==> src/rtl/ad9945_pkg.sv <==
// Shared constants for the AD9945 serial-port receiver: register map,
// shadow register widths and the frame FSM state encoding.
package ad9945_pkg;

   localparam int ADDR_OPER  = 0;
   localparam int ADDR_CTRL  = 1;
   localparam int ADDR_CLAMP = 2;
   localparam int ADDR_VGA   = 3;

   localparam int OPER_W  = 7;
   localparam int CTRL_W  = 7;
   localparam int CLAMP_W = 8;
   localparam int VGA_W   = 10;

   typedef enum logic [1:0] {
      IDLE  = 2'd0,
      SHIFT = 2'd1,
      CHECK = 2'd2
   } state_t;

endpackage

==> src/rtl/sync_edge_det.sv <==
// Multi-flop synchroniser for an asynchronous pin, followed by single-cycle
// rise/fall pulses taken from the synchronised level.
module sync_edge_det #(
   parameter int   STAGES  = 2,
   parameter logic RST_VAL = 1'b0
) (
   input  logic sys_clk,
   input  logic resetn,
   input  logic din,
   output logic rise,
   output logic fall
);

   logic [STAGES-1:0] chain;
   logic              prev;

   always_ff @(posedge sys_clk or negedge resetn) begin
      if (!resetn) begin
         chain <= {STAGES{RST_VAL}};
         prev  <= RST_VAL;
      end else begin
         chain <= {chain[STAGES-2:0], din};
         prev  <= chain[STAGES-1];
      end
   end

   assign rise = chain[STAGES-1] & ~prev;
   assign fall = ~chain[STAGES-1] & prev;

endmodule

==> src/rtl/ad9945_spi_rx.sv <==
// AD9945 3-wire configuration port receiver: oversamples SL/SCK/SDATA,
// assembles LSB-first frames and updates shadow control registers.
module ad9945_spi_rx
   import ad9945_pkg::*;
#(
   parameter int                 ADDR_W      = 3,
   parameter int                 DATA_W      = 12,
   parameter int                 SYNC_STAGES = 2,
   parameter logic [OPER_W-1:0]  OPER_RST    = 7'h00,
   parameter logic [CTRL_W-1:0]  CTRL_RST    = 7'h00,
   parameter logic [CLAMP_W-1:0] CLAMP_RST   = 8'h00,
   parameter logic [VGA_W-1:0]   VGA_RST     = 10'h000
) (
   input  logic               sys_clk,
   input  logic               resetn,
   input  logic               SCK,
   input  logic               SL,
   input  logic               SDATA,
   output logic [OPER_W-1:0]  oper,
   output logic [CTRL_W-1:0]  ctrl,
   output logic [CLAMP_W-1:0] clamp,
   output logic [VGA_W-1:0]   vga_gain,
   output logic               wr_valid,
   output logic [ADDR_W-1:0]  wr_addr,
   output logic [DATA_W-1:0]  wr_data,
   output logic               frame_err,
   output logic [15:0]        frame_cnt
);

   localparam int FRAME_W = ADDR_W + DATA_W;
   localparam int CNT_W   = $clog2(FRAME_W + 2);
   localparam logic [CNT_W-1:0] CNT_GOOD = CNT_W'(FRAME_W);
   localparam logic [CNT_W-1:0] CNT_MAX  = CNT_W'(FRAME_W + 1);

   state_t               state, next_state;
   logic [CNT_W-1:0]     bit_cnt;
   logic [FRAME_W-1:0]   shift_q;
   logic [SYNC_STAGES-1:0] sdata_sync;
   logic                 sdata_s;
   logic                 sck_rise, unused_sck_fall;
   logic                 sl_rise, sl_fall;
   logic [ADDR_W-1:0]    frame_addr;
   logic [DATA_W-1:0]    frame_data;

   sync_edge_det #(.STAGES(SYNC_STAGES), .RST_VAL(1'b0)) u_sck_sync (
      .sys_clk (sys_clk),
      .resetn  (resetn),
      .din     (SCK),
      .rise    (sck_rise),
      .fall    (unused_sck_fall)
   );

   sync_edge_det #(.STAGES(SYNC_STAGES), .RST_VAL(1'b1)) u_sl_sync (
      .sys_clk (sys_clk),
      .resetn  (resetn),
      .din     (SL),
      .rise    (sl_rise),
      .fall    (sl_fall)
   );

   // SDATA only needs the same delay as SCK so it lines up with sck_rise.
   always_ff @(posedge sys_clk or negedge resetn) begin
      if (!resetn) sdata_sync <= '0;
      else         sdata_sync <= {sdata_sync[SYNC_STAGES-2:0], SDATA};
   end
   assign sdata_s = sdata_sync[SYNC_STAGES-1];

   always_ff @(posedge sys_clk or negedge resetn) begin
      if (!resetn) state <= IDLE;
      else         state <= next_state;
   end

   // NOTE: next_state gets its default first so no path through the case leaves it unassigned (no latch).
   always_comb begin
      next_state = state;
      case (state)
         IDLE:    if (sl_fall) next_state = SHIFT;
         SHIFT:   if (sl_rise) next_state = CHECK;
         CHECK:   next_state = IDLE;
         default: next_state = IDLE;
      endcase
   end

   // Bits arrive LSB-first; after exactly FRAME_W shifts bit k sits at position k.
   assign frame_addr = shift_q[ADDR_W-1:0];
   assign frame_data = shift_q[FRAME_W-1:ADDR_W];

   always_ff @(posedge sys_clk or negedge resetn) begin
      if (!resetn) begin
         bit_cnt   <= '0;
         shift_q   <= '0;
         wr_valid  <= 1'b0;
         frame_err <= 1'b0;
         wr_addr   <= '0;
         wr_data   <= '0;
         frame_cnt <= '0;
         oper      <= OPER_RST;
         ctrl      <= CTRL_RST;
         clamp     <= CLAMP_RST;
         vga_gain  <= VGA_RST;
      end else begin
         wr_valid  <= 1'b0;
         frame_err <= 1'b0;
         case (state)
            IDLE: begin
               if (sl_fall) begin
                  bit_cnt <= '0;
                  shift_q <= '0;
               end
            end
            SHIFT: begin
               // A clock edge coinciding with the end of the frame is dropped.
               if (sck_rise && !sl_rise) begin
                  if (bit_cnt < CNT_GOOD) shift_q <= {sdata_s, shift_q[FRAME_W-1:1]};
                  if (bit_cnt != CNT_MAX) bit_cnt <= bit_cnt + 1'b1;
               end
            end
            CHECK: begin
               if (bit_cnt == CNT_GOOD) begin
                  wr_valid  <= 1'b1;
                  wr_addr   <= frame_addr;
                  wr_data   <= frame_data;
                  frame_cnt <= frame_cnt + 16'd1;
                  case (frame_addr)
                     ADDR_W'(ADDR_OPER):  oper     <= frame_data[OPER_W-1:0];
                     ADDR_W'(ADDR_CTRL):  ctrl     <= frame_data[CTRL_W-1:0];
                     ADDR_W'(ADDR_CLAMP): clamp    <= frame_data[CLAMP_W-1:0];
                     ADDR_W'(ADDR_VGA):   vga_gain <= frame_data[VGA_W-1:0];
                     default: ;
                  endcase
               end else begin
                  frame_err <= 1'b1;
               end
            end
            default: ;
         endcase
      end
   end

endmodule
==> config.mk <==
export PLATFORM = sky130hd
export DESIGN_NAME = ad9945_spi_rx
export DESIGN_NICKNAME = d
export VERILOG_FILES = /design/src/rtl/ad9945_pkg.sv /design/src/rtl/sync_edge_det.sv /design/src/rtl/ad9945_spi_rx.sv
export SDC_FILE = /design/constraint.sdc
export NUM_CORES = 1
export LEC_CHECK = 0
export ABC_AREA = 1
export CAP_MARGIN = 30
export CORE_ASPECT_RATIO = 1.75
export CORE_UTILIZATION = 35
export DETAILED_ROUTE_END_ITERATION = 8
export MAX_ROUTING_LAYER = met4
export PLACE_DENSITY_LB_ADDON = 0.25
export RECOVER_POWER = 50
export SLEW_MARGIN = 40
export SYNTH_ARGS = -nofsm -noshare
export SYNTH_HDL_FRONTEND = slang
export SYNTH_HIERARCHICAL = 1
export SYNTH_SLANG_ARGS = --single-unit
==> constraint.sdc <==
create_clock -name sys_clk -period 1.73 [get_ports sys_clk]
set_clock_uncertainty 0.2 [all_clocks]
set_input_delay 0.346 -clock sys_clk [delete_from_list [all_inputs] [get_ports sys_clk]]
set_output_delay 0.346 -clock sys_clk [all_outputs]
set_load 0.02 [all_outputs]
### Yosys cells after proc, flatten, opt, wreduce, memory -nomap -nowiden

Cells that the tools add are included.

* $add $sub $neg: 2
* magnitude comparators: 1
* eq/ne operators: 12
* muxes and demuxes: 15
* bitwise operators: 6
* reductions and logical operators: 13

Operators by type and width (count)
* 15-bit two-way mux: 3
* 15-bit one-hot mux with 2 select lines: 1
* 16-bit by 1-bit adder with 16-bit output (second input constant): 1
* 5-bit two-way mux: 3
* 3-bit AND reduction: 4
* 2-bit inequality test (second input constant): 5
* 5-bit one-hot mux with 2 select lines: 1
* 4-bit AND reduction: 2
* 3-bit by 2-bit equality test with 1-bit output (second input constant): 2
* 5-bit by 1-bit adder with 5-bit output (second input constant): 1
* 5-bit by 4-bit equality test with 1-bit output (second input constant): 1
* 5-bit by 4-bit less-than comparator with 1-bit output (second input constant): 1
* 5-bit inequality test (second input constant): 1
* 1-bit two-way mux: 4
* 2-bit two-way mux: 2
* 2-bit one-hot mux with 2 select lines: 1
* 2-bit AND reduction: 2
* 1-bit AND: 3
* 3-bit by 1-bit equality test with 1-bit output (second input constant): 1
* 3-bit zero test: 1
* 1-bit inverter: 3
* 2-bit by 1-bit equality test with 1-bit output (second input constant): 1
* 2-bit equality test (second input constant): 1
* 2-bit zero test: 1
* other kinds (3): 3

* flip-flop bits (word level): 95
* input port bits: 5
* output and inout bits: 65
* logic and storage cells: 66

### Logic depth before layout (Yosys ltp)

Gate-level depths: netlist of run 1.

* depth in word-level cells: 6
* mapped depth: 9

### Modules after synthesis

The synthesis of run 1 kept the hierarchy.

Modules (own cells, without submodules)
* ad9945_spi_rx: times used 1, cells an instance 412, area each 3782.4 µm²
* sync_edge_det at u_sl_sync: times used 1, cells an instance 7, area each 93.8 µm²
* sync_edge_det at u_sck_sync: times used 1, cells an instance 7, area each 90.1 µm²

### Worst setup path before layout of run 1

Ideal clock, no wire load.

* path type: reg-to-reg
* start: register frame_cnt[0]
* end: register frame_cnt[12]
* setup time: 0.117 ns
* data arrival time: 1.371 ns
* data required time: 1.413 ns
* path slack: 0.042 ns
* cell stages (with the launch flop): 9
* path buffers: 0
* path through: dfrtp_1 ha_1 nand3_1 nor3_1 nand2_1 inv_1 nand2_1 nand2_1 nand2_1

* longest elaborated chain between the ends: 1

RTL lines
* start: declaration: line ad9945_spi_rx.sv:27 `output logic [15:0] frame_cnt`
* start signal: assignment: line ad9945_spi_rx.sv:123 `frame_cnt <= frame_cnt + 16'd1;`
* 16-bit by 1-bit adder with 16-bit output: line ad9945_spi_rx.sv:123

No other way between the ends.
A chain may end at the register's enable or synchronous reset.

### Worst setup path after layout of run 1

* start: register bit_cnt[1]
* end: register clamp[3]

* longest elaborated chain between the ends: 2

RTL lines
* start: declaration: line ad9945_spi_rx.sv:36 `logic [CNT_W-1:0] bit_cnt;`
* start signal: assignment: line ad9945_spi_rx.sv:115 `if (bit_cnt != CNT_MAX) bit_cnt <= bit_cnt + 1'b1;`
* 5-bit by 4-bit equality test with 1-bit output: line ad9945_spi_rx.sv:119 `if (bit_cnt == CNT_GOOD) begin`
* 3-bit AND reduction (no source line)
* end signal: assignment: line ad9945_spi_rx.sv:127 `ADDR_W'(ADDR_CLAMP): clamp <= frame_data[CLAMP_W-1:0];`
* end: declaration: line ad9945_spi_rx.sv:21 `output logic [CLAMP_W-1:0] clamp,`

No other way between the ends.

==> run summary, run 1 <==
Finished Layout Cells = 663
port bufs = 69
internal power = 3600 uW
Startpoint Class = flip-flop
power after layout = 4740 uW
RR Startpoint = bit_cnt[1]
most frequent cells in the layout = 130 x nand2_1, 91 x dfrtp_1, 65 x dlygate4sd2_1, 38 x inv_1, 31 x o21ai_1
PD cells = 865 nW/um^2
HP Class = flip-flop to flip-flop
critical path's top delay family = flip-flops
worst-path fanout max = 8
cell area after layout = 5480 sq um
sw power = 1140 uW
post-place instance area = 4900 sq um
largest net degree at the start of global routing = 51
initial antenna violation count = 0
Hold Crit Depth = 0
crit path buf inv count = 2
Skew-Pair Late Insertion Delay = 0.34 ns
synthesized area = 3960 sq um
clock share of power = 42.7%
placed cell count = 630
Reg2Reg Depth = 8
RSZ-0062 raised after global routing = yes
DR pass1 iterations = 6
Layout area overhead = 38.4%
hold path endpoint = u_sck_sync/chain[1]
hold_sp = u_sck_sync/chain[0]
Total Wirelength = 9560 microns
r2r setup slk = -0.01 ns
Critical Path AT = 1.78 ns
die span in y = 143 microns
Slew headroom = 57.6%
first-pass GRT wire length = 14600 microns
via count = 3177
Vias/cell = 4.79
die width = 82.4 microns
Clock Root Buffer = clkbuf_16
core area = 11000 sq um
worst r2r dst = clamp[3]
crit end category = flip-flop
slew of the pin with the lowest slew margin = 0.637 ns
H-tree depth = 3
gr ovfl total = 0
Inserted Diodes = 0
drt first-iter violations = 144
WL per Instance = 14.4 microns
Die ar. = 11800 sq um
Synth warnings = 6
highest clock rate = 573 MHz
critical path type = flip-flop to flip-flop
DRC viols = 2
part of the power in registers = 49.3%
Fill cells = 1059
CP max-delay cell = dfrtp_1
clk buf depth = 2
initial core utilization = 35.9%
number of core rows = 51
TritonCTS Sinks = 95
I/O pin count = 70
sw frac = 24.0%
vias in the first global route = 3015
Layout Nets = 536
Leakage = 0.00277 uW
GRT Total Usage = 17.1%
Inserted Clock Buffers = 9
CP Data Required Time = 1.76 ns
Avg Cell Area, Syn = 9.34 sq um
clock-pin slew on the worst setup and hold paths = 0.06 ns
worst hold slack = 0.150 ns
Final ANT Viol Nets = 0
share of cells above drive strength 1 = 18.3%
VDD IR max = 0.535 mV
violated checks = DRC, setup timing
GPL Wtd Cong = 0.820
setup ws final = -0.0145 ns
Final Setup Violations = 7
crit path time final = 1.74 ns
post-synth net total = 433
fin. max-slew vios = 0
max-cap violations = 0
most common cell after layout, fill and taps aside = nand2_1
post-synthesis instance total = 424
crit-path cells = ha_4 -> nand3_4 -> nor2_4 -> buf_6 -> nand4_4 -> buf_12 -> nand2_1 -> o21ai_2
fin crit share = 101%
status = complete, but fails checks
CTS tree = yes
Gate power share = 8.0%
Final Hold Viols = 0
Final HPWL DP = 6340 microns
CP peak stage delay = 0.42 ns
==> repair_timing <==
action | 4_1_cts | 5_1_grt
buffers inserted | 6 | 5
hold buffers | 1 | 0
cloned | 0 | 6
endpoints found under the hold margin | 23 | 0
pin swaps | 3 | 10
resized for setup | 71 | 39
setup endpoints to repair | 114 | 79
==> stage by stage <==
step | TNS (ns) | worst slack (ns) | util [%]
after CTS | 0 | 0.00510 | 47.4
after global routing | -1.65 | -0.0798 | 49.6
after detailed placement | -2.49 | -0.106 | 44.4
after global placement | -0.314 | -0.0416 | 44.4
final | -0.0344 | -0.0145 | 49.6
after floorplan | 0 | 0.0416 | -
==> area by class of cell <==
class | instances | area [sq um] | area share (%)
clock buffer | 10 | 239 | 4.36
clock inverter | 5 | 67.6 | 1.23
inverter | 40 | 153 | 2.79
multi-input combinational | 276 | 1460 | 26.7
sequential | 95 | 2380 | 43.5
tap | 132 | 165 | 3.01
timing repair buffer | 105 | 1010 | 18.4
==> registers in the layout, indices dropped and copies added, names as in the netlist, 3 cells and up <==
name	flops
wr_data	12
ctrl	7
wr_addr	3
oper	7
frame_cnt	16
shift_q	15
bit_cnt	5
clamp	8
vga_gain	10
==> power by group through the flow <==
stage | sequential (uW) | combinational (uW) | clock [uW]
floorplan | 2360 | 172 | 0
global placement | 2360 | 320 | 0
detailed placement | 2370 | 331 | 0
CTS | 2330 | 341 | 2080
global route | 2340 | 435 | 2160
finish | 2330 | 380 | 2020
==> routing by layer <==
layer | track usage (%) | vias to the layer above | share of wire [%]
met1 | 19.8 | 1540 | 39
li1 | - | 1557 | -
met2 | 28.1 | 65 | 55
met4 | 7.57 | 0 | 2.2
met3 | 3.45 | 15 | 3.1
met5 | - | - | 0
==> worst max-delay path by stage <==
stage / startpoint / to / cells after the start
floorplan: frame_cnt[0] / frame_cnt[12] / 8
global placement: bit_cnt[1] / clamp[3] / 7
detailed placement: bit_cnt[1] / wr_data[9] / 7
CTS: bit_cnt[1] / frame_cnt[9] / 9
global route: bit_cnt[1] / clamp[6] / 8
finish: bit_cnt[1] / clamp[3] / 8
No activity file was read; power rests on OpenSTA's default activity.
==> inputs of run 2 (changes only) <==
CORE_MARGIN = 2   (was unset)
RECOVER_POWER = unset   (was 50)
==> run summary, run 2 (synthesized netlist as in run 1, its figures left out) <==
status = finished, final reports clean
FF/Latch Area = 2380 sq um (about the same)
CP Data Required Time = 1.18 ns (-0.58 ns)
Reg2Reg Depth = 8 (unchanged)
crit path buf inv count = 1 (-1)
RSZ-0062 raised after global routing = yes
initial core utilization = 35.7% (-0.21 points)
CP peak stage delay = 0.46 ns (+0.04 ns)
Layout area overhead = 35.1%
Core Util, Final = 48.2% (-1.5 points)
Fin Setup TNS = 0 ns (+0.0344 ns)
share of cells above drive strength 1 = 15.3% (-3.0 points)
die width = 84.4 microns (+2.4%)
VDD IR max = 0.492 mV (-8.0%)
Inserted Diodes = 0 (unchanged)
via count = 3135 (-1.3%)
power after layout = 4660 uW (-1.6%)
max-cap violations = 0 (unchanged)
port bufs = 69 (unchanged)
area occupied by multi-input gates = 1440 sq um (-1.8%)
Layout Nets = 528 (-1.5%)
biggest regs = frame_cnt x16, shift_q x15, wr_data x12
worst r2r dst = clamp[5]
WL per Instance = 14.2 microns (-1.7%)
crit end category = primary output
Slew headroom = 70.3% (+13 points)
Hold Crit Depth = 0 (unchanged)
gr ovfl total = 0 (unchanged)
core area = 11100 sq um (+0.58%)
Fill cells = 1090 (+2.9%)
Finished Layout Cells = 656 (-1.1%)
Skew-Pair Late Insertion Delay = 0.34 ns (about the same)
Leakage = 0.00269 uW (-2.9%)
DRC viols = 0 (-2)
Die ar. = 12200 sq um (+3.9%)
placed cell count = 630 (unchanged)
highest clock rate = 585 MHz (+2.1%)
Final Setup Violations = 0 (-7)
Critical Path AT = 1.16 ns (-0.62 ns)
clock-pin slew on the worst setup and hold paths = 0.07 ns (about the same)
RR Startpoint = bit_cnt[1]
Clock Root Buffer = clkbuf_16
Top reg by flops = frame_cnt
drt first-iter violations = 183 (+27%)
Inserted Clock Buffers = 9 (unchanged)
setup ws final = 0.0216 ns (+0.0360 ns)
GRT Total Usage = 15.7% (-1.4 points)
Total Wirelength = 9300 microns (-2.7%)
PD cells = 871 nW/um^2 (+0.77%)
vias in the first global route = 3014 (-0.033%)
TritonCTS Sinks = 95 (unchanged)
hold_sp = u_sck_sync/chain[0]
Final ANT Viol Nets = 0 (unchanged)
pre-CTS setup slack = -0.0492 ns (+0.0564 ns)
fin crit share = 98.8% (-2.1 points)
largest net degree at the start of global routing = 41 (-20%)
Final HPWL DP = 6440 microns (+1.6%)
DR pass1 iterations = 4 (-2)
die span in y = 145 microns (+1.4%)
first-pass GRT wire length = 14700 microns (+0.80%)
max FFs per register = 16 (unchanged)
critical path type = flip-flop to primary output
slew of the pin with the lowest slew margin = 0.445 ns (-0.192 ns)
worst-path fanout max = 6 (-2)
Vias/cell = 4.78 (-0.27%)
GPL Wtd Cong = 0.808 (-1.5%)
clk buf depth = 2 (unchanged)
most frequent cells in the layout = 137 x nand2_1, 92 x dfrtp_1, 65 x dlygate4sd2_1, 39 x inv_1, 32 x o21ai_1
number of core rows = 51 (unchanged)
I/O pin count = 70 (unchanged)
CP max-delay cell = dfrtp_1
H-tree depth = 3 (unchanged)
Final Hold Viols = 0 (unchanged)
crit path time final = 1.71 ns (-0.0360 ns)
most common cell after layout, fill and taps aside = nand2_1
CTS tree = yes
HP Class = flip-flop to flip-flop
fin. max-slew vios = 0 (unchanged)
Startpoint Class = flip-flop
initial antenna violation count = 0 (unchanged)
r2r setup slk = 0.08 ns (+0.09 ns)
hold path endpoint = u_sck_sync/chain[1]
critical path's top delay family = flip-flops
crit-path cells = dlygate4sd2_1
run 2: worst max-delay path by stage:
| stage | from | endpoint | depth (start not counted) |
|---|---|---|---|
| 2_1_floorplan | frame_cnt[0] | frame_cnt[12] | 8 |
| 3_3_place_gp | bit_cnt[0] | clamp[4] | 7 |
| 3_5_place_dp | bit_cnt[0] | clamp[6] | 7 |
| 4_1_cts | bit_cnt[0] | oper[6] | 7 |
| 5_1_grt | frame_cnt[11] | frame_cnt[11] | 1 |
| 6_report | frame_cnt[11] | frame_cnt[11] | 1 |
run 2: metal layers:
metal / vias to the layer above / global-route usage [%] / wire length (microns)
met5: - / - / 0
li1: 1550 / - / -
met2: 64 / 28.0 / 5080
met3: 11 / 2.89 / 316
met1: 1510 / 17.7 / 3750
met4: 0 / 5.51 / 148
run 2: timing repair:
action	in CTS	in global routing
buffers inserted	1	4
gates resized for setup	67	26
pin swaps	0	7
cloned	0	4
endpoints found under the setup margin	89	70
hold buffers	1	0
endpoints found under the hold margin	27	0
run 2: final cells by class:
cell class	instances	area share [%]
clock buffers	9	4.21
clock inverters	7	1.17
inverters	40	2.81
multi-input cells	276	26.9
flip-flops and latches	95	44.5
well taps	132	3.09
repair buffers	97	17.4
run 2: power by group:
part	internal [uW]	switching, uW	total (uW)	leakage [uW]
clock	1010	906	1910	0.000139
sequential	2280	46.1	2330	0.00130
combinational	175	245	420	0.00125
total	3460	1200	4660	0.00269
run 2: worst register-to-register path: stages, from the launching register on:
cell and delay (ns):
dfrtp_1 0.39, ha_4 0.17, nand3_4 0.08, nor2_4 0.13, buf_6 0.17, nand4_4 0.09, buf_12 0.19, nand2_1 0.07
o21ai_2 0.05
run 2: through the flow:
stage	area [sq um]	hold slack, ns
finish	5350	0.150
global route	5350	0.165
CTS	5160	0.153
detailed placement	4910	0.112
global placement	4910	0.107
floorplan	3960	-0.150
